==> config.mk <==
export PLATFORM = sky130hd
export DESIGN_NAME = nba_delay_sched
export DESIGN_NICKNAME = d
export VERILOG_FILES = /design/src/rtl/nba_delay_sched.sv
export SDC_FILE = /design/constraint.sdc
export NUM_CORES = 1
export LEC_CHECK = 0
export ABC_CLOCK_PERIOD_IN_PS = 14600
export BUFFER_PORTS_ARGS = -buffer_cell sky130_fd_sc_hd__buf_2
export CAP_MARGIN = 30
export CORE_MARGIN = 5
export CORE_UTILIZATION = 60
export DETAILED_ROUTE_END_ITERATION = 12
export GPL_TIMING_DRIVEN = 0
export PLACE_DENSITY_LB_ADDON = 0.2
export SYNTH_ARGS = -nofsm -noshare
export SYNTH_HDL_FRONTEND = slang
export SYNTH_SLANG_ARGS = --single-unit
==> constraint.sdc <==
create_clock -name clk -period 14.6 [get_ports clk]
set_input_delay 3.65 -clock clk [delete_from_list [all_inputs] [get_ports clk]]
set_output_delay 3.65 -clock clk [all_outputs]
set_load 0.005 [all_outputs]
==> src/rtl/nba_delay_sched.sv <==
// nba_delay_sched
// Schedules delayed register updates. Each accepted (value, delay) request
// sits in a slot and counts down. When its count expires the value is
// committed to out_value. If several slots expire on the same edge, the one
// accepted most recently wins.
//
// Ports
//   clk          rising-edge clock
//   reset        synchronous, active-high reset
//   req_valid    request present
//   req_ready    at least one slot is free (combinational from slot state)
//   req_value    value to commit
//   req_delay    delay in cycles (0 behaves as 1)
//   out_value    last committed value (registered)
//   out_valid    sticky: some value has been committed since reset
//   out_update   one-cycle pulse on the cycle after a commit edge
//   pending_cnt  number of occupied slots
module nba_delay_sched #(
    parameter int WIDTH   = 4,
    parameter int DEPTH   = 4,
    parameter int DELAY_W = 4,
    parameter int CNT_W   = 3
) (
    input  logic               clk,
    input  logic               reset,
    input  logic               req_valid,
    output logic               req_ready,
    input  logic [WIDTH-1:0]   req_value,
    input  logic [DELAY_W-1:0] req_delay,
    output logic [WIDTH-1:0]   out_value,
    output logic               out_valid,
    output logic               out_update,
    output logic [CNT_W-1:0]   pending_cnt
);

    // Two slots that mature together were accepted fewer than 2^DELAY_W
    // accepts apart. One extra tag bit keeps the age comparison unambiguous
    // after the accept counter wraps.
    localparam int TAG_W = DELAY_W + 1;
    localparam int IDX_W = (DEPTH > 1) ? $clog2(DEPTH) : 1;

    logic [DEPTH-1:0]   occ;
    logic [DELAY_W-1:0] cnt [DEPTH];
    logic [WIDTH-1:0]   val [DEPTH];
    logic [TAG_W-1:0]   tag [DEPTH];
    logic [TAG_W-1:0]   acc_seq;

    logic [DEPTH-1:0]   mature;
    logic [CNT_W-1:0]   n_mature;
    logic               commit;
    logic [WIDTH-1:0]   win_val;
    logic [TAG_W-1:0]   best_age;
    logic [TAG_W-1:0]   age;
    logic               free_found;
    logic [IDX_W-1:0]   free_idx;
    logic               accept;
    logic [DELAY_W-1:0] eff_delay;

    assign req_ready = ~&occ;
    assign accept    = req_valid && req_ready;
    assign eff_delay = (req_delay == '0) ? DELAY_W'(1) : req_delay;

    always_comb begin
        mature     = '0;
        n_mature   = '0;
        commit     = 1'b0;
        win_val    = '0;
        best_age   = '1;
        age        = '0;
        free_found = 1'b0;
        free_idx   = '0;
        for (int i = 0; i < DEPTH; i++) begin
            if (occ[i] && cnt[i] == DELAY_W'(1)) begin
                mature[i] = 1'b1;
                n_mature  = n_mature + CNT_W'(1);
                // Accepts since this slot was loaded; smallest = newest.
                age = acc_seq - tag[i];
                if (!commit || age < best_age) begin
                    commit   = 1'b1;
                    best_age = age;
                    win_val  = val[i];
                end
            end
        end
        for (int i = 0; i < DEPTH; i++) begin
            if (!occ[i] && !free_found) begin
                free_found = 1'b1;
                free_idx   = IDX_W'(i);
            end
        end
    end

    always_ff @(posedge clk) begin
        if (reset) begin
            occ         <= '0;
            acc_seq     <= '0;
            out_value   <= '0;
            out_valid   <= 1'b0;
            out_update  <= 1'b0;
            pending_cnt <= '0;
        end else begin
            for (int i = 0; i < DEPTH; i++) begin
                if (occ[i]) begin
                    if (mature[i]) begin
                        occ[i] <= 1'b0;
                    end else begin
                        cnt[i] <= cnt[i] - DELAY_W'(1);
                    end
                end
            end
            // The chosen slot is empty, so it never collides with the
            // countdown updates above.
            if (accept) begin
                occ[free_idx] <= 1'b1;
                cnt[free_idx] <= eff_delay;
                val[free_idx] <= req_value;
                tag[free_idx] <= acc_seq;
                acc_seq       <= acc_seq + TAG_W'(1);
            end
            out_update <= commit;
            if (commit) begin
                out_value <= win_val;
                out_valid <= 1'b1;
            end
            pending_cnt <= pending_cnt + CNT_W'(accept) - n_mature;
        end
    end

endmodule

After elaboration in Yosys (flattened, before gate mapping)
Memory sizes are Yosys's and may differ from the RTL's. Index checks and enable logic that the tools add are counted.

Multiplexer cells: 59. Bitwise logic cells: 1. $add $sub $neg: 14. Order comparisons: 5. Reductions and logical operators: 23. Eq/ne operators: 4.

Operators by type and width (number): 1-bit 2-to-1 mux (39); 4-bit 2-to-1 mux (9); 5-bit 2-to-1 mux (5); 5-bit subtractor (4); 4-bit by 1-bit == test with 1-bit output (second input constant) (4); 4-bit by 1-bit subtractor with 4-bit output (second input constant) (4); 5-bit less-than comparator (3); 3-bit by 1-bit adder with 3-bit output (second input constant) (3); 1-bit logical AND (9); 1-bit logical NOT (9); 3-bit 2-to-1 mux (3); 5-bit by 1-bit adder with 5-bit output (second input constant) (1); 4-bit logical NOT (1); 2-bit 2-to-1 mux (2); 4-bit bitwise OR (1); 4-bit AND reduction (1); 3-bit by 1-bit adder with 3-bit output (1); 1-bit logical OR (3); 2-bit by 3-bit less-than comparator with 1-bit output (second input constant) (1); 3-bit subtractor (1); 1-bit demux with 2-bit select (1); 2-bit by 1-bit >= comparator with 1-bit output (second input constant) (1).

Bits in writable memories: 52. Input port bits: 11. Memories kept: 3. Flip-flop bits (word level): 18.

Memory list: tag (words 4, width 5, read ports 4, clocked after memory_dff 0, write ports 1, line 45) `logic [TAG_W-1:0] tag [DEPTH];`; cnt (words 4, width 4, read ports 4, clocked after memory_dff 0, write ports 5, line 43) `logic [DELAY_W-1:0] cnt [DEPTH];`; val (words 4, width 4, read ports 4, clocked after memory_dff 0, write ports 1, line 44) `logic [WIDTH-1:0] val [DEPTH];`.

Logic depth before layout (Yosys ltp)
Gate-level depths: netlist (run 1). An unclocked memory read counts as a cell.

Depth after elaboration: 16. Gate-level depth with buffers: 32. Mapped depth without buffers: 31.

Worst setup path after synthesis (run 1)
OpenSTA, ideal clock, no wires.

Path type: flip-flop to flip-flop. Start: reg acc_seq[0]. End: reg out_value[3]. Library setup time: 0.134 ns. Arrival: 6.444 ns. Setup slack: 8.022 ns. Clock period less this slack: 6.578 ns. Required time: 14.466 ns. Cell stages (with the launch flop): 30. Cell sequence: dfxtp_1 > inv_1 > ha_1 > inv_1 > fa_1 > and3_4 > or3_4 > a2111oi_2 > o21ba_1 > a31o_4 > a21oi_2 > mux2_2 > ha_1 > a21o_1 > a21o_1 > a21oi_1 > nand3_1 > o32a_1 > buf_6 > o21ai_0 > ha_1 > a21o_1 > a21o_1 > a21oi_1 > nand3_1 > nor4_1 > a211oi_1 > o31ai_2 > or3_4 > o22ai_1.

Word-level cells in the longest chain between the ends: 14.

RTL lines: from (decl) (line 46) `logic [TAG_W-1:0] acc_seq;`; from (signal assigned) (line 118) `acc_seq <= acc_seq + TAG_W'(1);`; 5-bit subtractor (line 77) `age = acc_seq - tag[i];`; 5-bit 2-to-1 mux (line 73) `if (occ[i] && cnt[i] == DELAY_W'(1)) begin`; 5-bit less-than comparator (line 78) `if (!commit || age < best_age) begin`; 1-bit logical OR (line 78); 5-bit 2-to-1 mux or 1-bit 2-to-1 mux (tied branches) (line 78); 5-bit 2-to-1 mux or 1-bit 2-to-1 mux (tied branches) (line 73); 5-bit less-than comparator or 1-bit logical NOT (tied branches) (line 78); 1-bit logical OR (line 78); 5-bit 2-to-1 mux or 1-bit 2-to-1 mux (tied branches) (line 78); 5-bit 2-to-1 mux or 1-bit 2-to-1 mux (tied branches) (line 73); 5-bit less-than comparator or 1-bit logical NOT (tied branches) (line 78); 1-bit logical OR (line 78); 4-bit 2-to-1 mux or 1-bit 2-to-1 mux (tied branches) (line 78); 4-bit 2-to-1 mux or 1-bit 2-to-1 mux (tied branches) (line 73); to (signal assigned) (line 122) `out_value <= win_val;`; to (decl) (line 30) `output logic [WIDTH-1:0] out_value,`.

Several ways; a longest one is shown, not always the timed one. A chain may end at the register's enable or synchronous reset.

Worst setup path after layout (run 1)
Start: reg acc_seq[0]. End: reg out_value[0].

The elaborated chain is that of the path after synthesis.

==> flow_summary_export.csv, run 1 <==
group,metric,value,unit
outcome,status,"complete, no violations",
sta,hold_viol,0,
cts,htree_levels,3,
route,vias,2978,
logic_synthesis,synth_simple_gate_area_share,11.07,%
placement,portBuffers,19,
global_routing,grt-ovfl-total,0,
logic_synthesis,synth_compound_area_share,13.07,%
power,power.share.clock,38.6,%
cts,clock_latency,0.35,ns
route,routedWlPerCell,16.40,um
worst_setup_path,crit_arrival,7.98,ns
cts,post_cts_buffers,0,
logic_synthesis,synth_flop_cell,"edfxtp_1",
placement,gp_congestion,0.8618,
finish,area_delta_synth_final,11.63,%
logic_synthesis,synth_fa_ha_area_share,14.92,%
finish,nets,474,
worst_setup_path,path_max_fanout,10,
cts,cts_resized,0,
power,pwr-share-seq,50.0,%
cts,cts_max_path_buffers,2,
worst_setup_path,crit_path_end_kind,"register",
placement,post_dp_cell_area,4454,sq um
global_routing,grt_max_degree,16,
finish,design_area,4682,sq um
cts,cts_buffers,9,
global_routing,grt_pass1_wl,14.46,mm
worst_setup_path,reg2reg_slack,6.83,ns
route,dr.pass1.iters,4,
sta,skew,0.009455,ns
logic_synthesis,synth_fp_nets,440,
route,drt_iter0_drc,185,
global_routing,grt_pass1_vias,3061,
sta,setup-violations-final,0,
worst_setup_path,r2r_end,"out_value[0]",
floorplanning,die_h,93.61,um
sta,slew_viol_final,0,
global_routing,antenna_found_initial,0,
cts,cts_tree,"done",
placement,dp_hpwl,6.244,mm
job,drv_cap,0,
sta,final.setup.tns,0,ns
sta,max_freq,128.7,MHz
sta,holdWs,0.4600,ns
cts,cts.sinks,70,
logic_synthesis,synthMuxAreaShare,4.505,%
logic_synthesis,async_flop_share,0,%
worst_hold_path,hold_path_end,"out_valid",
sta,min_period_over_period,53.22,%
worst_setup_path,reg2reg_depth,29,
floorplanning,rows,30,
sta,rsz0062_at_grt,"no",
finish,finish.utilization,68.91,%
route,wirelength,8.477,mm
sta,worst_pin_slew,0.7135,ns
route,drc_errors,0,
worst_setup_path,critPathMaxStageDelay,0.55,ns
floorplanning,ios,21,
finish,drive_gt1_share,15.91,%
worst_setup_path,cp-startpoint,"acc_seq[0]",
cts,clockRootBuffer,"clkbuf_8",
logic_synthesis,synth_top_family_by_area,"adder cells",
worst_setup_path,r2r-start,"acc_seq[0]",
finish,multi_input_area,2092,sq um
power,p_sw_share,24.83,%
worst_hold_path,worstHoldStart,"out_valid",
logic_synthesis,synth-warning-count,0,
worst_setup_path,worst_ep_required_time,14.81,ns
power,pwr-share-comb,11.4,%
power,powerDensity,96.39,nW/um^2
power,leakagePower,1.962,nW
worst_hold_path,min_path_type,"register to register",
worst_setup_path,startpoint_type,"register",
logic_synthesis,syn_inst,382,
global_routing,track_usage,21.50,%
floorplanning,die_x,93.61,um
sta,finalCriticalPeriod,7.770,ns
logic_synthesis,synth_edf_count,52,
finish,fill_cells,518,
worst_hold_path,hold_depth,2,
placement,pre_cts_ws,7.001,ns
worst_setup_path,crit_path_top_delay_cell,"nor4_1",
route,vias_per_cell,5.760,
power,peakVddDrop,0.07176,mV
logic_synthesis,syn_area_per_cell,10.98,sq um
logic_synthesis,ys_seq_elements,70,
finish,regArea,1922,sq um
power,power_switching,0.1121,mW
power,internal-power,0.3392,mW
worst_setup_path,cp_common_cell,"a21o_1",
floorplanning,coreArea,6794,sq um
sta,finalWorstSetupSlack,6.830,ns
logic_synthesis,syn_area,4194,sq um
sta,slew_headroom,52.37,%
logic_synthesis,synth_xor_area_share,6.056,%
floorplanning,start_util,61.73,%
cts,clk_pin_slew,0.08,ns
finish,diodes,0,
worst_setup_path,criticalPathCategory,"register to register",
logic_synthesis,ys_seq_area_share,45.82,%
cts,hold_buffers,0,
route,ant_nets,0,
logic_synthesis,yosysUniqueCellTypes,53,
floorplanning,die_area,8762,sq um
## sequential cells by signal (all words and copies together), names as in the netlist
register     count
out_update       1
tag             20
occ              4
cnt             16
pending_cnt      3
acc_seq          5
out_valid        1
out_value        4
val             16
## how the worst max path moves through the flow
stage / endpoint / cells past startpoint
6_report: out_value[0] / 29
5_1_grt: out_value[0] / 29
3_5_place_dp: out_value[2] / 29
2_1_floorplan: out_value[3] / 29
3_3_place_gp: cnt[3][3] / 5
4_1_cts: out_value[2] / 29
## worst max-delay path: cells and delay by family (launching register included)
kind / cells / cell delay (ns)
muxes: 1 / 0.31
AOI/OAI and AO/OA: 15 / 3.70
adders and majority gates: 4 / 1.18
buffers and inverters: 3 / 0.41
and+or+nand+nor: 6 / 1.63
DFF: 1 / 0.40
## synth_stat cells (9+ instances only)
cell type	count	area share [%]
xor2_1	11	2.3
xnor2_1	18	3.8
ha_1	42	13
o21ai_0	20	2.4
a21o_1	9	1.6
a21oi_1	19	2.3
nand2_1	31	2.8
inv_1	39	3.5
dfxtp_1	18	8.6
mux2i_1	11	2.6
nor2_1	19	1.7
edfxtp_1	52	37
## power groups by stage
stage          registers (mW)  logic (mW)  clock network [mW]
2_1_floorplan           0.229      0.0368                   0
3_3_place_gp            0.230      0.0478                   0
3_5_place_dp            0.230      0.0506                   0
4_1_cts                 0.226      0.0514               0.176
5_1_grt                 0.227      0.0587               0.187
6_report                0.226      0.0513               0.174
## metal layers
layer / part of all wire [%] / vias to the layer above / track usage (%)
li1: - / 1446 / -
met1: 45 / 1444 / 26.51
met2: 49 / 65 / 36.03
met3: 3.0 / 23 / 3.942
met4: 2.7 / 0 / 10.83
met5: 0 / - / 0
## cell families after synthesis
group	after synthesis
flip-flops	70
XOR/XNOR	29
multiplexers	18
AO/OA/AOI/OAI	79
buffers and inverters	48
AND/OR/NAND/NOR	91
adder cells (fa/ha/maj)	47
## placed cells by master, fill, tap and decap left out, types with 3 or more instances in the layout
master,netlist,final
ha_1,42,42
o22ai_1,4,4
clkbuf_1,6,6
a22oi_1,4,4
nand3_1,4,4
clkinv_4,0,3
fa_1,5,5
nor3b_1,3,3
buf_2,0,20
inv_1,39,39
xnor2_1,18,18
a21oi_1,19,19
dfxtp_1,18,18
o211ai_1,6,6
and2_1,3,3
o21ai_0,20,20
edfxtp_1,52,52
nand2_1,31,31
clkbuf_8,0,9
xor2_1,11,11
or2_2,3,3
nor2b_1,3,3
mux2_2,7,7
nor3_1,8,7
mux2i_1,11,11
a21o_1,9,9
nor2_1,19,19
nand4_1,5,5
## cell type report
cell class / instances / share of cell area, %
Buffer: 8 / 0.8819
Clock buffer: 9 / 2.646
Clock inverter: 7 / 2.111
Inverter: 40 / 3.207
Multi-Input combinational cell: 264 / 44.68
Sequential cell: 70 / 41.05
Tap cell: 96 / 2.565
Timing Repair Buffer: 23 / 2.859
## per-stage QoR
| step | power [mW] | cells |
|---|---|---|
| floorplan | 0.2658 | 382 |
| global placement | 0.2777 | 497 |
| detailed placement | 0.2807 | 500 |
| CTS | 0.4534 | 516 |
| global route | 0.4723 | 517 |
| finish | 0.4513 | 517 |
No activity file was read; power rests on OpenSTA's default activity.
==> run 2: changes to the inputs <==
--- a/config.mk
+++ b/config.mk
@@ -5,11 +5,11 @@
 export SDC_FILE = /design/constraint.sdc
 export NUM_CORES = 1
 export LEC_CHECK = 0
-export ABC_CLOCK_PERIOD_IN_PS = 14600
+export ABC_CLOCK_PERIOD_IN_PS = 6900
 export BUFFER_PORTS_ARGS = -buffer_cell sky130_fd_sc_hd__buf_2
 export CAP_MARGIN = 30
 export CORE_MARGIN = 5
-export CORE_UTILIZATION = 60
+export CORE_UTILIZATION = 56
 export DETAILED_ROUTE_END_ITERATION = 12
 export GPL_TIMING_DRIVEN = 0
 export PLACE_DENSITY_LB_ADDON = 0.2
==> constraint.sdc (replaced) <==
create_clock -name clk -period 6.9 [get_ports clk]
set_input_delay 1.725 -clock clk [delete_from_list [all_inputs] [get_ports clk]]
set_output_delay 1.725 -clock clk [all_outputs]
set_load 0.005 [all_outputs]
==> flow_summary_export.csv, run 2 (synthesized netlist as in run 1, its figures left out) <==
group,metric,value,unit
route,vias,2929,
job,drv_cap,0,
sta,skew,0.008149,ns
global_routing,track_usage,20.38,%
cts,clockRootBuffer,"clkbuf_8",
global_routing,grt_max_degree,16,
finish,final_cell_mix,"edfxtp_1, ha_1, inv_1",
floorplanning,die_x,96.54,um
worst_setup_path,worst_ep_required_time,7.17,ns
power,leakagePower,2.001,nW
sta,hold_viol,0,
worst_setup_path,r2r_end,"out_value[2]",
global_routing,antenna_found_initial,0,
sta,slew_headroom,55.78,%
floorplanning,start_util,57.52,%
route,wirelength,8.631,mm
worst_setup_path,reg2reg_depth,31,
worst_setup_path,startpoint_type,"register",
placement,gp_congestion,0.8543,
sta,finalWorstSetupSlack,0.3486,ns
sta,setup-violations-final,0,
global_routing,grt-ovfl-total,0,
placement,pre_cts_ws,-0.7110,ns
worst_setup_path,cp_common_cell,"a21o_1",
sta,final.setup.tns,0,ns
finish,finish.utilization,66.15,%
finish,drive_gt1_share,21.58,%
route,ant_nets,0,
floorplanning,rows,31,
finish,area_delta_synth_final,15.01,%
route,dr.pass1.iters,4,
placement,portBuffers,19,
floorplanning,ios,21,
global_routing,grt_pass1_wl,14.19,mm
cts,cts_buffers,9,
worst_setup_path,path_max_fanout,4,
placement,dp_hpwl,6.377,mm
route,drc_errors,0,
cts,cts.sinks,70,
cts,hold_buffers,0,
worst_hold_path,min_path_type,"register to register",
worst_setup_path,reg2reg_slack,0.35,ns
sta,slew_viol_final,0,
sta,min_period_over_period,94.95,%
finish,top_regs,"tag (20), cnt (16), val (16)",
cts,htree_levels,3,
cts,clock_latency,0.35,ns
cts,cts_max_path_buffers,2,
global_routing,grt_pass1_vias,2912,
finish,diodes,0,
power,peakVddDrop,0.1583,mV
outcome,status,"complete, no violations",
finish,layout.cells.most_common,"edfxtp_1",
cts,cts_tree,"done",
finish,largest_reg_flops,20,
worst_setup_path,crit_arrival,6.82,ns
route,routedWlPerCell,16.28,um
worst_setup_path,cp-startpoint,"acc_seq[0]",
worst_setup_path,criticalPathCategory,"register to register",
worst_setup_path,crit_path_top_delay_cell,"or3_4",
worst_setup_path,r2r-start,"acc_seq[0]",
floorplanning,die_area,9320,sq um
cts,clk_pin_slew,0.08,ns
floorplanning,die_h,96.54,um
sta,finalCriticalPeriod,6.551,ns
floorplanning,coreArea,7292,sq um
finish,regMostFlops,"tag",
finish,nets,484,
worst_setup_path,crit_path_end,"out_value[2]",
worst_setup_path,critPathMaxStageDelay,0.40,ns
sta,worst_pin_slew,0.6598,ns
worst_setup_path,crit_path_end_kind,"register",
power,powerDensity,184.5,nW/um^2
route,drt_iter0_drc,166,
sta,max_freq,152.6,MHz
route,vias_per_cell,5.526,
finish,fill_cells,571,
sta,holdWs,0.4725,ns
run 2: power breakdown:
part | internal, mW | switching, mW | leakage [nW]
Clock | 0.131 | 0.165 | 0.0858
Combinational | 0.0522 | 0.0642 | 1.28
Sequential | 0.466 | 0.0114 | 0.636
run 2: layout make-up:
type	instances	area [sq um]	area share [%]
Multi-Input combinational cell	264	2190	45.40
Sequential cell	70	1927	39.95
Timing Repair Buffer	33	215.2	4.462
Inverter	40	155.1	3.217
Clock buffer	9	123.9	2.568
Tap cell	99	123.9	2.568
Clock inverter	7	47.55	0.9857
Buffer	8	41.29	0.8560
run 2: worst max-delay path: cells and delay by family, from the launching register on:
family / cells / cell delay, ns
simple gates: 5 / 0.99
compound gates: 15 / 3.02
buf+inv: 5 / 0.58
flops: 1 / 0.36
fa+ha+maj: 4 / 0.99
mux: 2 / 0.55
run 2: metal layers:
metal,part of all wire [%],vias up,GRT usage [%]
met1,44,1394,25.36
met3,3.9,15,3.796
met2,50,61,35.69
met5,0,-,0
met4,2.2,0,6.659
li1,-,1459,-
run 2: timing repair:
action	4_1_cts	5_1_grt
endpoints found under the setup margin	4	4
setup buffers	3	7
pin swaps	3	14
resized for setup	9	19
run 2: worst min-delay path by stage:
stage	slack, ns	to	depth (start not counted)	start
2_1_floorplan	0.44	out_valid	2	out_valid
3_3_place_gp	0.46	out_valid	2	out_valid
3_5_place_dp	0.46	out_valid	2	out_valid
4_1_cts	0.47	out_valid	2	out_valid
5_1_grt	0.49	tag[2][0]	0	acc_seq[0]
6_report	0.47	out_valid	2	out_valid
run 2: per-stage QoR:
stage	instances	power [mW]	area (sq um)
after global placement	500	0.5882	4413
after detailed placement	504	0.5940	4466
after floorplan	382	0.5624	4194
after global routing	530	0.9301	4823
after CTS	523	0.8869	4700
final	530	0.8898	4823
